==> config.mk <==
export PLATFORM = sky130hd
export DESIGN_NAME = forwarding_hazard_unit
export DESIGN_NICKNAME = d
export VERILOG_FILES = /design/src/rtl/forwarding_hazard_unit.sv
export SDC_FILE = /design/constraint.sdc
export NUM_CORES = 1
export LEC_CHECK = 0
export ABC_AREA = 1
export CAP_MARGIN = 10
export CORE_ASPECT_RATIO = 0.5
export CORE_UTILIZATION = 49
export DETAILED_ROUTE_END_ITERATION = 16
export PLACE_DENSITY = 0.84
export REMOVE_ABC_BUFFERS = 1
export SYNTH_ARGS = -nofsm -noshare
export SYNTH_HDL_FRONTEND = slang
export SYNTH_HIERARCHICAL = 1
export SYNTH_SLANG_ARGS = --single-unit
==> constraint.sdc <==
create_clock -name clk -period 2.1 [get_ports clk]
set_clock_uncertainty 0.15 [all_clocks]
set_input_delay 0.63 -clock clk [delete_from_list [all_inputs] [get_ports clk]]
set_output_delay 0.63 -clock clk [all_outputs]
set_load 0.01 [all_outputs]
==> src/rtl/forwarding_hazard_unit.sv <==
// Operand-forwarding select, load-use stall and redirect flush for the ID/EX boundary.
// Optional HAZARD_PERF_EN adds saturating stall/flush event counters.

module fhu_operand_sel #(
  parameter int REG_ADDR_WIDTH = 5
) (
  input  logic                      uses,
  input  logic [REG_ADDR_WIDTH-1:0] rs,
  input  logic                      ex_valid,
  input  logic                      ex_reg_write,
  input  logic                      ex_mem_read,
  input  logic [REG_ADDR_WIDTH-1:0] ex_rd,
  input  logic                      mem_valid,
  input  logic                      mem_reg_write,
  input  logic [REG_ADDR_WIDTH-1:0] mem_rd,
  output logic [1:0]                sel,
  output logic                      load_use
);
  localparam logic [1:0] FORWARD_NONE     = 2'd0;
  localparam logic [1:0] FORWARD_FROM_EX  = 2'd1;
  localparam logic [1:0] FORWARD_FROM_MEM = 2'd2;

  logic ex_hit, mem_hit;

  // x0 is hardwired, so a write to it never produces a forward or a hazard
  assign ex_hit   = uses && (rs != '0) && ex_valid && ex_reg_write && (ex_rd == rs);
  assign mem_hit  = uses && (rs != '0) && mem_valid && mem_reg_write && (mem_rd == rs);
  assign load_use = ex_hit && ex_mem_read;

  always_comb begin
    sel = FORWARD_NONE;
    if (ex_hit && !ex_mem_read) sel = FORWARD_FROM_EX;
    else if (mem_hit)           sel = FORWARD_FROM_MEM;
  end
endmodule

module forwarding_hazard_unit #(
  parameter int REG_ADDR_WIDTH = 5,
  parameter int CNT_WIDTH      = 32
) (
  input  logic                      clk,
  input  logic                      reset,
  input  logic                      id_valid,
  input  logic [REG_ADDR_WIDTH-1:0] id_rs1,
  input  logic [REG_ADDR_WIDTH-1:0] id_rs2,
  input  logic                      id_uses_rs1,
  input  logic                      id_uses_rs2,
  input  logic [REG_ADDR_WIDTH-1:0] id_rd,
  input  logic                      id_reg_write,
  input  logic                      id_mem_read,
  input  logic                      ex_pc_src,
  input  logic                      ex_jalr_flag,
  input  logic                      hold,
  output logic [1:0]                forward_rs1,
  output logic [1:0]                forward_rs2,
  output logic                      stall,
  output logic                      flush
`ifdef HAZARD_PERF_EN
  ,
  output logic [CNT_WIDTH-1:0]      stall_count,
  output logic [CNT_WIDTH-1:0]      flush_count
`endif
);
  localparam int         NUM_OPS      = 2;
  localparam logic [1:0] FORWARD_NONE = 2'd0;

  typedef struct packed {
    logic                      valid;
    logic [REG_ADDR_WIDTH-1:0] rd;
    logic                      reg_write;
    logic                      mem_read;
  } ex_slot_t;

  // Load data is available from WB, so the MEM slot needs no load flag
  typedef struct packed {
    logic                      valid;
    logic [REG_ADDR_WIDTH-1:0] rd;
    logic                      reg_write;
  } mem_slot_t;

  ex_slot_t                              ex_slot;
  mem_slot_t                             mem_slot;
  logic [NUM_OPS-1:0][REG_ADDR_WIDTH-1:0] rs_vec;
  logic [NUM_OPS-1:0]                    uses_vec, lu_vec;
  logic [NUM_OPS-1:0][1:0]               sel_vec;
  logic                                  bubble;

  assign rs_vec   = {id_rs2, id_rs1};
  assign uses_vec = {id_uses_rs2, id_uses_rs1};

  genvar g;
  generate
    for (g = 0; g < NUM_OPS; g++) begin : g_op
      fhu_operand_sel #(.REG_ADDR_WIDTH(REG_ADDR_WIDTH)) u_sel (
        .uses          (uses_vec[g]),
        .rs            (rs_vec[g]),
        .ex_valid      (ex_slot.valid),
        .ex_reg_write  (ex_slot.reg_write),
        .ex_mem_read   (ex_slot.mem_read),
        .ex_rd         (ex_slot.rd),
        .mem_valid     (mem_slot.valid),
        .mem_reg_write (mem_slot.reg_write),
        .mem_rd        (mem_slot.rd),
        .sel           (sel_vec[g]),
        .load_use      (lu_vec[g])
      );
    end
  endgenerate

  assign flush  = ex_pc_src || ex_jalr_flag;
  assign stall  = id_valid && !flush && (|lu_vec);
  assign bubble = flush || stall || !id_valid;

  always_ff @(posedge clk or posedge reset) begin
    if (reset) begin
      ex_slot     <= '0;
      mem_slot    <= '0;
      forward_rs1 <= FORWARD_NONE;
      forward_rs2 <= FORWARD_NONE;
    end else if (!hold) begin
      mem_slot <= '{valid: ex_slot.valid, rd: ex_slot.rd, reg_write: ex_slot.reg_write};
      if (bubble) begin
        ex_slot     <= '0;
        forward_rs1 <= FORWARD_NONE;
        forward_rs2 <= FORWARD_NONE;
      end else begin
        ex_slot     <= '{valid: 1'b1, rd: id_rd, reg_write: id_reg_write, mem_read: id_mem_read};
        forward_rs1 <= sel_vec[0];
        forward_rs2 <= sel_vec[1];
      end
    end
  end

`ifdef HAZARD_PERF_EN
  always_ff @(posedge clk or posedge reset) begin
    if (reset) begin
      stall_count <= '0;
      flush_count <= '0;
    end else if (!hold) begin
      if (stall && !(&stall_count)) stall_count <= stall_count + 1'b1;
      if (flush && !(&flush_count)) flush_count <= flush_count + 1'b1;
    end
  end
`endif
endmodule

Word-level counts from Yosys, hierarchy flattened

Index checks and enable logic that the tools add are counted.

Logic and storage cells: 49
Bits in registers: 19
Bits in writable memories: 0
Memory bits (read-only): 0
Output and inout bits: 6
Bits in latches: 0
Memories kept: 0

Bitwise operators: 0
Muxes and demuxes: 7
Equal/unequal tests: 4
Add/sub/neg operators: 0
Divide/modulo/power cells: 0
Magnitude comparators: 0
$mul: 0
Shifts and indexed selects: 0
Reductions and logical operators: 29

Operators with widths:

| cell               | number |
|---|---|
| 5-bit == test      | 4 |
| 1-bit logical AND  | 20 |
| 2-bit 2-to-1 mux   | 6 |
| 5-bit nonzero test | 2 |
| 8-bit 2-to-1 mux   | 1 |
| 1-bit logical NOT  | 3 |
| 1-bit logical OR   | 3 |
| 2-bit OR reduction | 1 |

Logic depth before layout (Yosys ltp)

Gate-level depths: netlist (run 1).

Depth after elaboration: 11
Mapped depth: 14
Mapped depth without buffers: 13

Modules after synthesis

The synthesis (run 1) kept the hierarchy.

By module, submodules not included:

| module                 | seq. area each (µm²) | area an instance (µm²) | cells each | times used |
|---|---|---|---|---|
| forwarding_hazard_unit | 475.5                | 805.8                  | 77         | 1 |
| fhu_operand_sel        | 0.0                  | 232.7                  | 51         | 2 |

Least setup slack after synthesis (run 1)

OpenSTA, ideal clock, no wires.

Kind: input-to-output
Start: input port id_rs1[4]
End: output port stall
Arrival time: 1.369 ns
Stages: 7
Path buffers: 0
Data required time: 1.320 ns
Path slack: -0.049 ns
Cell sequence: xor2_1 -> nor2_1 -> nand3_1 -> nor2_1 -> inv_1 -> nand2_1 -> and2_1

Word-level cells in the longest chain between the ends: 8

Ends and longest elaborated chain:

| element                         | RTL line | source |
|---|---|---|
| start: declaration              | 44       | `input logic [REG_ADDR_WIDTH-1:0] id_rs1,` |
| 5-bit nonzero test              | 26       | `assign ex_hit = uses && (rs != '0) && ex_valid && ex_reg_write && (ex_rd == rs);` |
| 1-bit logical AND (3 in series) | 26       |  |
| 1-bit logical AND (*)           | 26       |  |
| 1-bit logical AND (*)           | 28       | `assign load_use = ex_hit && ex_mem_read;` |
| net lu_vec[0]                   | 84       | `logic [NUM_OPS-1:0] uses_vec, lu_vec;` |
| 2-bit OR reduction (*)          | 111      | `assign stall = id_valid && !flush && (\|lu_vec);` |
| 1-bit logical AND (*)           | 111      |  |
| end: declaration                | 56       | `output logic stall,` |

Mark *: on every way through the listed nets, which the timed path passes. The rest lies on a longest branch.

Final worst setup path (run 1)

Ends and elaborated chain as after synthesis.

==> results of run 1 <==
-- through the flow --
stage               instances  instance area [um2]  setup TNS, ns
floorplan                 175                 1230        -0.0492
global placement          261                 1740          -6.70
detailed placement        261                 1740          -7.60
CTS                       275                 1850         -0.397
global route              276                 1880         -0.543
finish                    276                 1880         -0.518
-- cells in the final DEF, fill, tap and decap left out, drive strengths merged --
| master | count |
|---|---|
| dfrtp | 19 |
| dlygate4sd2 | 2 |
| and2 | 1 |
| buf | 44 |
| clkdlybuf4s15 | 2 |
| a21oi | 2 |
| mux2 | 7 |
| nand3 | 21 |
| clkbuf | 3 |
| clkinvlp | 1 |
| xor2 | 6 |
| clkdlybuf4s50 | 14 |
| nand4 | 2 |
| inv | 34 |
| nor2 | 22 |
| o21ai | 6 |
| nand2 | 55 |
-- sequential cells by signal (all words and copies together), names as in the netlist --
name and cells:
forward_rs1 2, mem_slot 7, forward_rs2 2, ex_slot 8
-- cells by family after synthesis --
kind of cell / count (synthesis) / share of synthesized area
compound gates: 8 / 0.0374
xor+xnor: 6 / 0.0413
buf+inv: 38 / 0.133
flops: 19 / 0.374
mux: 7 / 0.0620
simple gates: 101 / 0.352
-- cell type report --
class	instances	area, um2	area share
repair buffers	62	504	0.268
clock buffers	3	41.3	0.0220
well taps	35	43.8	0.0233
inverters	34	128	0.0680
flip-flops and latches	19	477	0.254
clock inverters	1	7.51	0.00400
multi-input cells	122	677	0.360
-- power by group --
group	internal, mW	switching (mW)	total [mW]
sequential	0.378	0.0161	0.394
clock	0.134	0.140	0.275
combinational	0.103	0.104	0.207
-- per-layer routing --
metal	vias up	part of all wire	GRT usage
li1	667	-	-
met1	650	0.40	0.397
met2	116	0.44	0.543
met3	40	0.091	0.0605
met4	0	0.063	0.125
met5	-	0	0
-- final timing paths --
kind | startpoint | endpoint | slack [ns]
min reg2reg | forward_rs1[0]$_DFFE_PP0N_ | forward_rs1[0]$_DFFE_PP0N_ | 0.34
max in group asynchronous | reset | ex_slot[5]$_DFFE_PP0N_ | 1.05
min | forward_rs1[0]$_DFFE_PP0N_ | forward_rs1[0]$_DFFE_PP0N_ | 0.34
min in group asynchronous | reset | mem_slot[3]$_DFFE_PP0N_ | 0.52
max | id_rs1[4] | stall | -0.52
max reg2reg | ex_slot[4]$_DFFE_PP0N_ | forward_rs2[1]$_DFFE_PP0N_ | 0.13
-- worst register-to-register path: stages (launching register included) --
cell and delay (ns):
dfrtp_1 0.44, xor2_1 0.27, nor2_2 0.09, buf_4 0.14
buf_4 0.13, buf_4 0.12, buf_4 0.12, buf_4 0.12
nand4_2 0.09, nand2_1 0.06, inv_1 0.05, nand3_1 0.07
nand2_1 0.07
-- repair_timing --
action,CTS,global route
resized for setup,60,18
endpoints found under the setup margin,14,14
hold buffers,0,0
pin swaps,17,14
buffers inserted,10,1
==> reports/qor.yml, run 1 <==
run_status:
  status: "complete, but fails checks"
  violations: "setup timing"
routing:
  initialDrtViolationCount: 194
  drtPass1Iterations: 5
  postRouteWirelength_mm: 4.38
  wl_per_cell_um: 15.9
  vias: 1473
  ant_nets: 0
  post-route-drc-count: 0
  via_per_inst: 5.34
timing:
  fmax_ghz: 0.382
  setup_viol: 1
  setup_ws_ns: -0.518
  hold_slack_ns: 0.343
  period_share: 1.25
  rsz0062_at_grt: "yes"
  worst_pin_slew_ns: 0.285
  relSlewSlack: 0.808
  slew_viol_final: 0
  hold_viol: 0
  final.min_clock_period_ns: 2.62
setup_path:
  cp.arrival_ns: 1.84
  slowest_delay_ns: 0.23
  slowest_stage: "nor2_1"
  endpoint_kind: "output pin"
  cp_max_fo: 3
  startpoint_type: "input pin"
  critPathRequiredTime_ns: 1.32
  crit_path_cell_trace: "buf_2, xor2_1, nor2_1, nand3_2, nor2_1, inv_1, nand2_1, and2_1, buf_2"
  path_depth: 9
  cp_top_family: "simple AND/OR/NAND/NOR gates"
  crit_buf_inv: 3
  rr_worst_depth: 12
  critPathKind: "in2out"
global_route:
  grt_max_degree: 21
  grt_pass1_wl_mm: 6.33
  grt-ovfl-total: 0
  antenna_found_initial: 0
  grt_usage: 0.315
  grt_pass1_vias: 1330
synthesis:
  ys_async_sr_fraction: 1.00
  yosysWarningCount: 6
  synth_cell_types: 18
  netlist_area_um2: 1270
  synth_edf_count: 0
  seq_area_frac_synth: 0.374
  synth-seq-cells: 19
  postSynthCellCount: 179
  synth_top_area_share: 0.374
  ys_top_cells_by_count: "nand2_1, inv_1, nand3_1, dfrtp_1, nor2_1"
  synth_top_cell_by_area: "dfrtp_1"
  post-synth-top-count-cell: "nand2_1"
  synthTopCellsByArea: "dfrtp_1, nand2_1, inv_1"
  avgSynthCellArea_um2: 7.10
  synthFlopType: "dfrtp_1"
placement:
  place_congestion: 0.825
  hpwl_mm: 2.51
  port_buffers: 30
  dp_slack_ns: -1.19
die:
  core-area_um2: 2330
  fp.dieW_um: 74.0
  start_util: 0.546
  dieArea_um2: 2810
  io-pin-count: 31
  die_y_um: 38.0
  row_count: 12
layout:
  nets: 267
  area_growth_pct: 47.7
  num_antenna_cells: 0
  drive_gt1_frac: 0.357
  postLayoutCoreUtil: 0.807
  fillers: 149
min_path:
  hold_class: "reg2reg"
  holdPathStages: 2
power:
  p_per_area_nw_per_um2: 467
  leakage_nw: 1.01
  power.total_mw: 0.876
  ir_drop_mv: 0.261
flow_run:
  drv_cap: 0
cts:
  clk_pin_slew_ns: 0.08
  root_buffer: "clkbuf_8"
  cts_buffer_depth: 2
  cts_inserted_buffers: 3
  worstSkewPairLatency_ns: 0.27
  clock_sinks: 19
  cts_tree: "built"
  htree_levels: 1
Power figures use the tool's default switching activity.
==> run 2: changes to the inputs <==
--- a/config.mk
+++ b/config.mk
@@ -8,10 +8,12 @@
 export ABC_AREA = 1
 export CAP_MARGIN = 10
 export CORE_ASPECT_RATIO = 0.5
-export CORE_UTILIZATION = 49
+export CORE_UTILIZATION = 29
+export CTS_CLUSTER_SIZE = 16
 export DETAILED_ROUTE_END_ITERATION = 16
-export PLACE_DENSITY = 0.84
+export PLACE_DENSITY = 0.57
 export REMOVE_ABC_BUFFERS = 1
+export SETUP_SLACK_MARGIN = 0.15
 export SYNTH_ARGS = -nofsm -noshare
 export SYNTH_HDL_FRONTEND = slang
 export SYNTH_HIERARCHICAL = 1
==> reports/qor.yml, run 2 (same netlist as run 1, synthesis figures left out) <==
layout:
  final_cells: 325  # +18%
  postLayoutCoreUtil: 0.570  # -0.237
  nets: 297  # +11%
  largest_reg_flops: 8  # unchanged
  regMostFlops: "ex_slot"
  final_cell_mix: "buf_4, nand2_1, inv_1, buf_6, dfrtp_1"
  fillers: 343  # +130%
  mostFrequentLayoutCell: "buf_4"
  reg.largest.list: "ex_slot x8, mem_slot x7"
  num_antenna_cells: 0  # unchanged
  area_growth_pct: 81.2
  drive_gt1_frac: 0.487  # +0.130
run_status:
  status: "complete, but fails checks"
  violations: "setup timing"
cts:
  holdBufCountCts: 0  # unchanged
  root_buffer: "clkbuf_8"
  cts_tree: "built"
  clock_sinks: 19  # unchanged
  cts_inserted_buffers: 3  # unchanged
  htree_levels: 1  # unchanged
  clk_pin_slew_ns: 0.07  # about the same
  cts_buffer_depth: 2  # unchanged
  worstSkewPairLatency_ns: 0.26  # about the same
die:
  die_y_um: 48.8  # +28%
  core-area_um2: 4040  # +74%
  start_util: 0.314  # -0.232
  io-pin-count: 31  # unchanged
  row_count: 16  # +4
  fp.dieW_um: 95.6  # +29%
  dieArea_um2: 4670  # +66%
timing:
  slew_viol_final: 0  # unchanged
  relSlewSlack: 0.821  # +0.0126
  setup_ws_ns: -0.342  # +0.177 ns
  hold_viol: 0  # unchanged
  rsz0062_at_grt: "yes"
  period_share: 1.16  # -0.0840
  worst_pin_slew_ns: 0.269  # -0.0159 ns
  fmax_ghz: 0.410  # +7.2%
  final.min_clock_period_ns: 2.44  # -0.177 ns
  setup_viol: 13  # +12
power:
  ir_drop_mv: 0.216  # -17%
  leakage_nw: 1.24  # +23%
  power.total_mw: 0.922  # +5.2%
  p_per_area_nw_per_um2: 400  # -14%
global_route:
  grt-ovfl-total: 0  # unchanged
  antenna_found_initial: 0  # unchanged
  grt_pass1_vias: 1537  # +16%
  grt_pass1_wl_mm: 7.25  # +15%
  grt_usage: 0.205  # -0.109
  grt_max_degree: 20  # -4.8%
routing:
  via_per_inst: 4.68  # -12%
  post-route-drc-count: 0  # unchanged
  wl_per_cell_um: 13.9  # -12%
  ant_nets: 0  # unchanged
  drtPass1Iterations: 4  # -1
  vias: 1520  # +3.2%
  postRouteWirelength_mm: 4.52  # +3.3%
  initialDrtViolationCount: 74  # -62%
setup_path:
  startpoint_type: "input pin"
  cp.arrival_ns: 1.66  # -0.18 ns
  cp_max_fo: 4  # +1
  critPathRequiredTime_ns: 1.32  # about the same
  endpoint_kind: "output pin"
  critPathKind: "in2out"
placement:
  placed_cells: 285  # +9.2%
  port_buffers: 30  # unchanged
  place_congestion: 0.790  # -4.2%
  hpwl_mm: 2.51  # -0.16%
flow_run:
  drv_cap: 0  # unchanged
min_path:
  hold_class: "reg2reg"
==> run 2: changes by cell type in the layout (fill, tap and decap cells not counted), sizes merged <==
| cell | delta |
|---|---|
| dlymetal6s2s | +2 |
| clkbuf | +2 |
| clkinvlp | -1 |
| buf | +31 |
| clkdlybuf4s15 | -2 |
| clkdlybuf4s50 | -2 |
==> run 2: final cells by class <==
cell class / count / area [um2] / share of cell area
flip-flops and latches: 19 / 479 / 0.208
multi-input cells: 122 / 748 / 0.325
repair buffers: 92 / 836 / 0.363
clock buffers: 4 / 45.0 / 0.0196
inverters: 34 / 128 / 0.0554
well taps: 54 / 67.6 / 0.0293
==> run 2: where the power goes <==
group / switching (mW) / total, mW / internal (mW)
logic: 0.118 / 0.270 / 0.152
clock network: 0.123 / 0.257 / 0.135
registers: 0.0160 / 0.395 / 0.379
==> run 2: worst max-delay path: stages <==
cell and delay, ns:
buf_4 0.11, inv_2 0.05, a21oi_2 0.12, nand2_2 0.08
nor2_4 0.12, nand3_2 0.10, nor2_2 0.09, inv_1 0.06
nand2_2 0.06, and2_4 0.14, buf_6 0.10
==> run 2: final timing paths <==
path | from | endpoint | slack (ns) | depth (start not counted)
max in group asynchronous | reset | ex_slot[5]$_DFFE_PP0N_ | 1.00 | 3
worst max register to register | ex_slot[4]$_DFFE_PP0N_ | ex_slot[6]$_DFFE_PP0N_ | -0.24 | 16
worst max-delay path | id_rs2[3] | stall | -0.34 | 11
min in group asynchronous | reset | ex_slot[1]$_DFFE_PP0N_ | 0.56 | 3
worst min register to register | forward_rs2[1]$_DFFE_PP0N_ | forward_rs2[1]$_DFFE_PP0N_ | 0.33 | 2
worst min-delay path | forward_rs2[1]$_DFFE_PP0N_ | forward_rs2[1]$_DFFE_PP0N_ | 0.33 | 2
==> run 2: routing by layer <==
metal  routed length (um)  track usage  share of wire
met1                 1960        0.267           0.43
met2                 2120        0.337           0.47
met3                  260       0.0358          0.057
met4                  184       0.0871          0.041
met5                    0            0              0
==> run 2: timing repair <==
item,CTS,global route
pin swaps,29,13
setup endpoints to repair,14,16
gates resized for setup,116,16
gates cloned,1,0
buffers inserted,32,3
==> run 2: metrics by stage <==
step           setup slack [ns]  TNS [ns]  instance area (um2)  hold slack (ns)
6_report                 -0.342     -2.74                 2300            0.331
5_1_grt                  -0.412     -3.62                 2300            0.353
4_1_cts                  -0.326    -0.703                 2240            0.334
3_5_place_dp              -1.20     -7.72                 1790            0.321
3_3_place_gp              -1.19     -7.48                 1790            0.319
2_1_floorplan           -0.0492   -0.0492                 1230            0.318
